===== src/rtl/sync_debounce.sv =====
// Per-lane debouncer with registered rise/fall pulses, fed by sync_ff outputs.
// A lane's level changes only after N consecutive en-qualified samples of the new value.
module sync_debounce #(
    parameter int unsigned W     = 1,
    parameter int unsigned N     = 4,
    parameter int unsigned CNT_W = $clog2(N + 1)
) (
    input  logic         clk,
    input  logic         rst,
    input  logic [W-1:0] in_sync,
    input  logic         en,
    output logic [W-1:0] level,
    output logic [W-1:0] rise,
    output logic [W-1:0] fall
);

    typedef enum logic [1:0] {
        STABLE_LO,
        ARM_HI,
        STABLE_HI,
        ARM_LO
    } state_t;

    localparam logic [CNT_W-1:0] CNT_LAST = CNT_W'(N - 1);
    localparam logic [CNT_W-1:0] CNT_ONE  = CNT_W'(1);

    for (genvar g = 0; g < W; g++) begin : g_lane
        state_t           state_q, state_d;
        logic [CNT_W-1:0] cnt_q, cnt_d;
        logic             level_q, level_d;
        logic             rise_q, rise_d;
        logic             fall_q, fall_d;

        always_comb begin
            state_d = state_q;
            cnt_d   = cnt_q;
            level_d = level_q;
            rise_d  = 1'b0;
            fall_d  = 1'b0;
            if (en) begin
                case (state_q)
                    STABLE_LO: begin
                        if (in_sync[g]) begin
                            if (N == 1) begin
                                state_d = STABLE_HI;
                                level_d = 1'b1;
                                rise_d  = 1'b1;
                            end else begin
                                state_d = ARM_HI;
                                cnt_d   = CNT_ONE;
                            end
                        end
                    end
                    ARM_HI: begin
                        if (!in_sync[g]) begin
                            state_d = STABLE_LO;
                            cnt_d   = '0;
                        end else if (cnt_q == CNT_LAST) begin
                            state_d = STABLE_HI;
                            level_d = 1'b1;
                            rise_d  = 1'b1;
                            cnt_d   = '0;
                        end else begin
                            cnt_d = cnt_q + CNT_ONE;
                        end
                    end
                    STABLE_HI: begin
                        if (!in_sync[g]) begin
                            if (N == 1) begin
                                state_d = STABLE_LO;
                                level_d = 1'b0;
                                fall_d  = 1'b1;
                            end else begin
                                state_d = ARM_LO;
                                cnt_d   = CNT_ONE;
                            end
                        end
                    end
                    ARM_LO: begin
                        if (in_sync[g]) begin
                            state_d = STABLE_HI;
                            cnt_d   = '0;
                        end else if (cnt_q == CNT_LAST) begin
                            state_d = STABLE_LO;
                            level_d = 1'b0;
                            fall_d  = 1'b1;
                            cnt_d   = '0;
                        end else begin
                            cnt_d = cnt_q + CNT_ONE;
                        end
                    end
                endcase
            end
        end

        always_ff @(posedge clk) begin
            if (rst) begin
                state_q <= STABLE_LO;
                cnt_q   <= '0;
                level_q <= 1'b0;
                rise_q  <= 1'b0;
                fall_q  <= 1'b0;
            end else begin
                state_q <= state_d;
                cnt_q   <= cnt_d;
                level_q <= level_d;
                rise_q  <= rise_d;
                fall_q  <= fall_d;
            end
        end

        assign level[g] = level_q;
        assign rise[g]  = rise_q;
        assign fall[g]  = fall_q;
    end

endmodule


===== config.mk =====
export PLATFORM = sky130hd
export DESIGN_NAME = sync_debounce
export DESIGN_NICKNAME = d
export VERILOG_FILES = /design/src/rtl/sync_debounce.sv
export SDC_FILE = /design/constraint.sdc
export NUM_CORES = 1
export LEC_CHECK = 0
export BUFFER_PORTS_ARGS = -buffer_cell sky130_fd_sc_hd__buf_2
export CELL_PAD_IN_SITES_DETAIL_PLACEMENT = 0
export CELL_PAD_IN_SITES_GLOBAL_PLACEMENT = 1
export CORE_AREA = 8 8 45 47
export DETAILED_ROUTE_END_ITERATION = 6
export DIE_AREA = 0 0 53 55
export PLACE_DENSITY_LB_ADDON = 0.3
export SETUP_SLACK_MARGIN = 0.05
export SYNTH_ARGS = -nofsm -noshare
export SYNTH_HDL_FRONTEND = slang
export SYNTH_SLANG_ARGS = --single-unit

===== constraint.sdc =====
create_clock -name clk -period 3.2 [get_ports clk]
set_input_delay 0.8 -clock clk [delete_from_list [all_inputs] [get_ports clk]]
set_output_delay 0.8 -clock clk [all_outputs]
set_load 0.03 [all_outputs]

### Yosys cells after proc, flatten, opt, wreduce, memory -nomap -nowiden

Cells that the tools add are included.

* word-level logic and storage cells: 48
* bits in registers: 8
* bits of input ports: 4
* output and inout port bits: 3

* mux-type cells: 19
* bitwise logic cells: 4
* add/sub/neg operators: 1
* reduce and logical (&&, ||, !) cells: 7
* eq/ne operators: 12

Operators with widths (count)
* $mux W3: 5
* $mux W2: 6
* $ne A2 B2 Y1 const B: 6
* $pmux W3 S4: 1
* $pmux W2 S4: 1
* $reduce_or A4 Y1: 2
* $ne A3 B3 Y1 const B: 2
* $reduce_and A6 Y1: 1
* $mux W1: 5
* $reduce_and A5 Y1: 1
* $eq A2 B2 Y1 const B: 2
* $not A1 Y1: 4
* $add A3 B1 Y3 const B: 1
* $eq A3 B2 Y1 const B: 1
* $reduce_and A3 Y1: 1
* $eq A2 B1 Y1 const B: 1
* $logic_not A2 Y1: 1
* $pmux W1 S2: 1
* $reduce_bool A2 Y1: 1

### Longest topological paths before layout

* depth after elaboration: 4
* mapped depth: 4
* depth with buffers taken out: 4

### Worst setup path before layout

No wires, ideal clock.

* kind: input-to-reg
* start: in rst
* end: reg g_lane[0].cnt_q[1]
* setup time: 0.095 ns
* arrival time: 1.540 ns
* buffers on the path: 1
* cell stages on the path: 3
* data required time: 3.105 ns
* setup slack: 1.565 ns
* cells stage by stage: clkbuf_1 > or4b_1 > o311ai_1

RTL lines
* from (decl): RTL line 9 `input logic rst,`
* to (signal assigned): RTL line 105 `cnt_q <= cnt_d;`
* to (decl): RTL line 29 `logic [CNT_W-1:0] cnt_q, cnt_d;`

### Worst setup path in the final report

* start: reg g_lane[0].level_q (netlist: level)
* end: out level

RTL lines
* from (decl): RTL line 30 `logic level_q, level_d;`
* from (signal assigned): RTL line 106 `level_q <= level_d;`
* to (decl): RTL line 12 `output logic [W-1:0] level,`

No word-level cell between the ends.

==> flow_summary.ini <==
[synth]
synth_cell_types = 23
async_flop_share_pct = 0
avgSynthCellArea_um2 = 9.647
synth_warnings = 0
synth_fp_nets = 43
netlist_area_um2 = 366.6
synth_area_leaders = dfxtp_1, nand2b_1, xor2_2
synthCells = 38
synth.most_common_cell = dfxtp_1
yosysTopAreaCell = dfxtp_1
netlist.area_leader.share_pct = 43.69
synth_edf_count = 0
ys_ff_latch = 8
ys.flop_type = dfxtp_1
ys_top_cells_by_count = dfxtp_1, a21oi_1, nand2b_1
ys_seq_area_share_pct = 43.69

[cts]
cts.sinks = 8
cts_tree = done
cts_buffer_depth = 2
post_cts_buffers = 0
ctsResizeCount = 0
cts_inserted_buffers = 3
clk_latency_ns = 0.25
htreeDepth = 1
holdBufCountCts = 0
root_buffer = clkbuf_4
clkTransAtPathRegs_ns = 0.05

[worst_setup_path]
reg2reg_depth = 4
start_kind = register
max_stage_delay_ns = 0.34
critical_path_arrival_ns = 0.79
critPathKind = register to output port
r2r-end = level
worst-path-buf-inv = 1
crit_path_cell_trace = buf_2
timing.reg2reg.setup_slack_ns = 1.94
critPathRequiredTime_ns = 2.40
cp_max_fo = 3
cp_top_family = flip-flops
slowest_stage = dfxtp_1
timing.rr.start = g_lane[0].cnt_q[0]
cp.depth = 1
end_kind = output port

[global_route]
grt_pass1_vias = 280
grt_pass1_wl_mm = 1.255
grt_usage_pct = 6.240
grt_overflow = 0
antenna_found_initial = 0
grt_max_degree = 11

[floorplanning]
start_util_pct = 26.49
io_pins = 7
rows = 14
die_area_um2 = 2915
die_w_um = 53
die_h_um = 55
core_area_um2 = 1384

[hold_path]
worstHoldPathType = register to register
hold_path_end = g_lane[0].cnt_q[2]
hold_start = g_lane[0].cnt_q[2]
whs_path_depth = 2

[sta]
finalSetupViolCount = 0
fmax_mhz = 627.3
rsz0062_at_grt = no
setup_tns_ns = 0
skew_ns = 0.001591
period_minus_slack_ns = 1.594
layout_setup_ws_ns = 1.606
final_max_slew_viol_count = 0
worstMarginPinSlew_ns = 0.2767
slew_headroom_pct = 81.54
finalHoldViolCount = 0
hold_slack_ns = 0.4583
layout_worst_path_cycle_share_pct = 49.82

[layout]
fin_nets = 53
antenna_cells = 0
drive_gt1_share_pct = 23.91
nFillCells = 160
design_area_um2 = 435.4
area_growth_pct = 18.77

[detailed_routing]
drc = 0
drt_iter0_markers = 3
wire_per_inst_um = 11.61
detail-route-antenna-nets = 0
vias = 301
drt_first_pass_iters = 2
avgViaCountPerCell = 4.855
wirelength_um = 720

[place]
placed_cell_area_um2 = 412.9
pre_cts_ws_ns = 1.404
numPortBuffers = 6
place_congestion = 0.7050
dpl.hpwl_um = 525.7

[power]
vdd.ir_drop.worst_v = 0.0001238
p_leak_nw = 0.1639
p_per_area_nw_per_um2 = 441.3

[run]
max_cap_violations = 0

[status]
status = completed
==> stage by stage <==
| stage | utilization (%) | power, mW | std cells |
|---|---|---|---|
| 2_1_floorplan | - | 0.1128 | 38 |
| 3_3_place_gp | 29.84 | 0.1187 | 59 |
| 3_5_place_dp | 29.84 | 0.1186 | 59 |
| 4_1_cts | 31.46 | 0.1990 | 62 |
| 5_1_grt | 31.46 | 0.2098 | 62 |
| 6_report | 31.46 | 0.1921 | 62 |
==> power by group <==
group | internal, mW | switching (mW)
logic | 0.00510 | 0.00769
clock network | 0.0428 | 0.0329
registers | 0.101 | 0.00218
total | 0.149 | 0.0428
==> final cells by class <==
type / instances / area, um2 / area share (%)
clock buffer: 3 / 22.52 / 5.172
inverter: 2 / 7.507 / 1.724
multi-input combinational: 27 / 195.2 / 44.83
sequential: 8 / 160.2 / 36.78
tap: 16 / 20.02 / 4.598
timing repair buffer: 6 / 30.03 / 6.897
==> routing by layer <==
layer  vias up  part of all wire (%)  track usage (%)
met5         -                     0                0
met2         8                    40            8.398
met4         0                     0            1.293
met3         0                    11            5.882
li1        158                     -                -
met1       135                    49            7.023
==> tightest hold or removal path: cells and delay by family (launching register included) <==
kind,cells,cell delay [ns]
flip-flops,1,0.31
AND/OR/NAND/NOR,1,0.06
AO/OA/AOI/OAI,1,0.04
==> worst max-delay path by stage <==
stage,startpoint,endpoint,slack (ns)
after floorplan,rst,g_lane[0].cnt_q[1],1.57
after global placement,in_sync,g_lane[0].cnt_q[1],1.41
after detailed placement,in_sync,g_lane[0].cnt_q[1],1.40
after CTS,level,level,1.59
after global routing,level,level,1.54
final,level,level,1.61
==> kinds of logic after synthesis <==
logic type	after synthesis	share of synthesized area [%]
muxes	1	2.730
buffers and inverters	3	3.071
and+or+nand+nor	14	25.60
adders and majority gates	1	3.412
AOI/OAI and AO/OA	10	17.07
xor gates and xnor gates	1	4.438
DFF	8	43.69
==> cell usage in the layout, fill, tap and decap left out <==
master,instances
o211ai_1,1
mux2i_1,1
or4b_1,1
o21ai_0,2
or3b_2,1
nand2_1,2
xor2_2,1
a21oi_1,3
nor2_1,1
nor4b_1,1
nand3b_1,2
a31oi_1,1
o311ai_1,1
clkbuf_4,3
dfxtp_1,8
nand4_1,1
nor4_1,1
ha_1,1
o21a_1,1
buf_2,6
nand4b_1,1
a211oi_1,1
nand2b_1,3
inv_1,2
No activity file was read; power rests on OpenSTA's default activity.
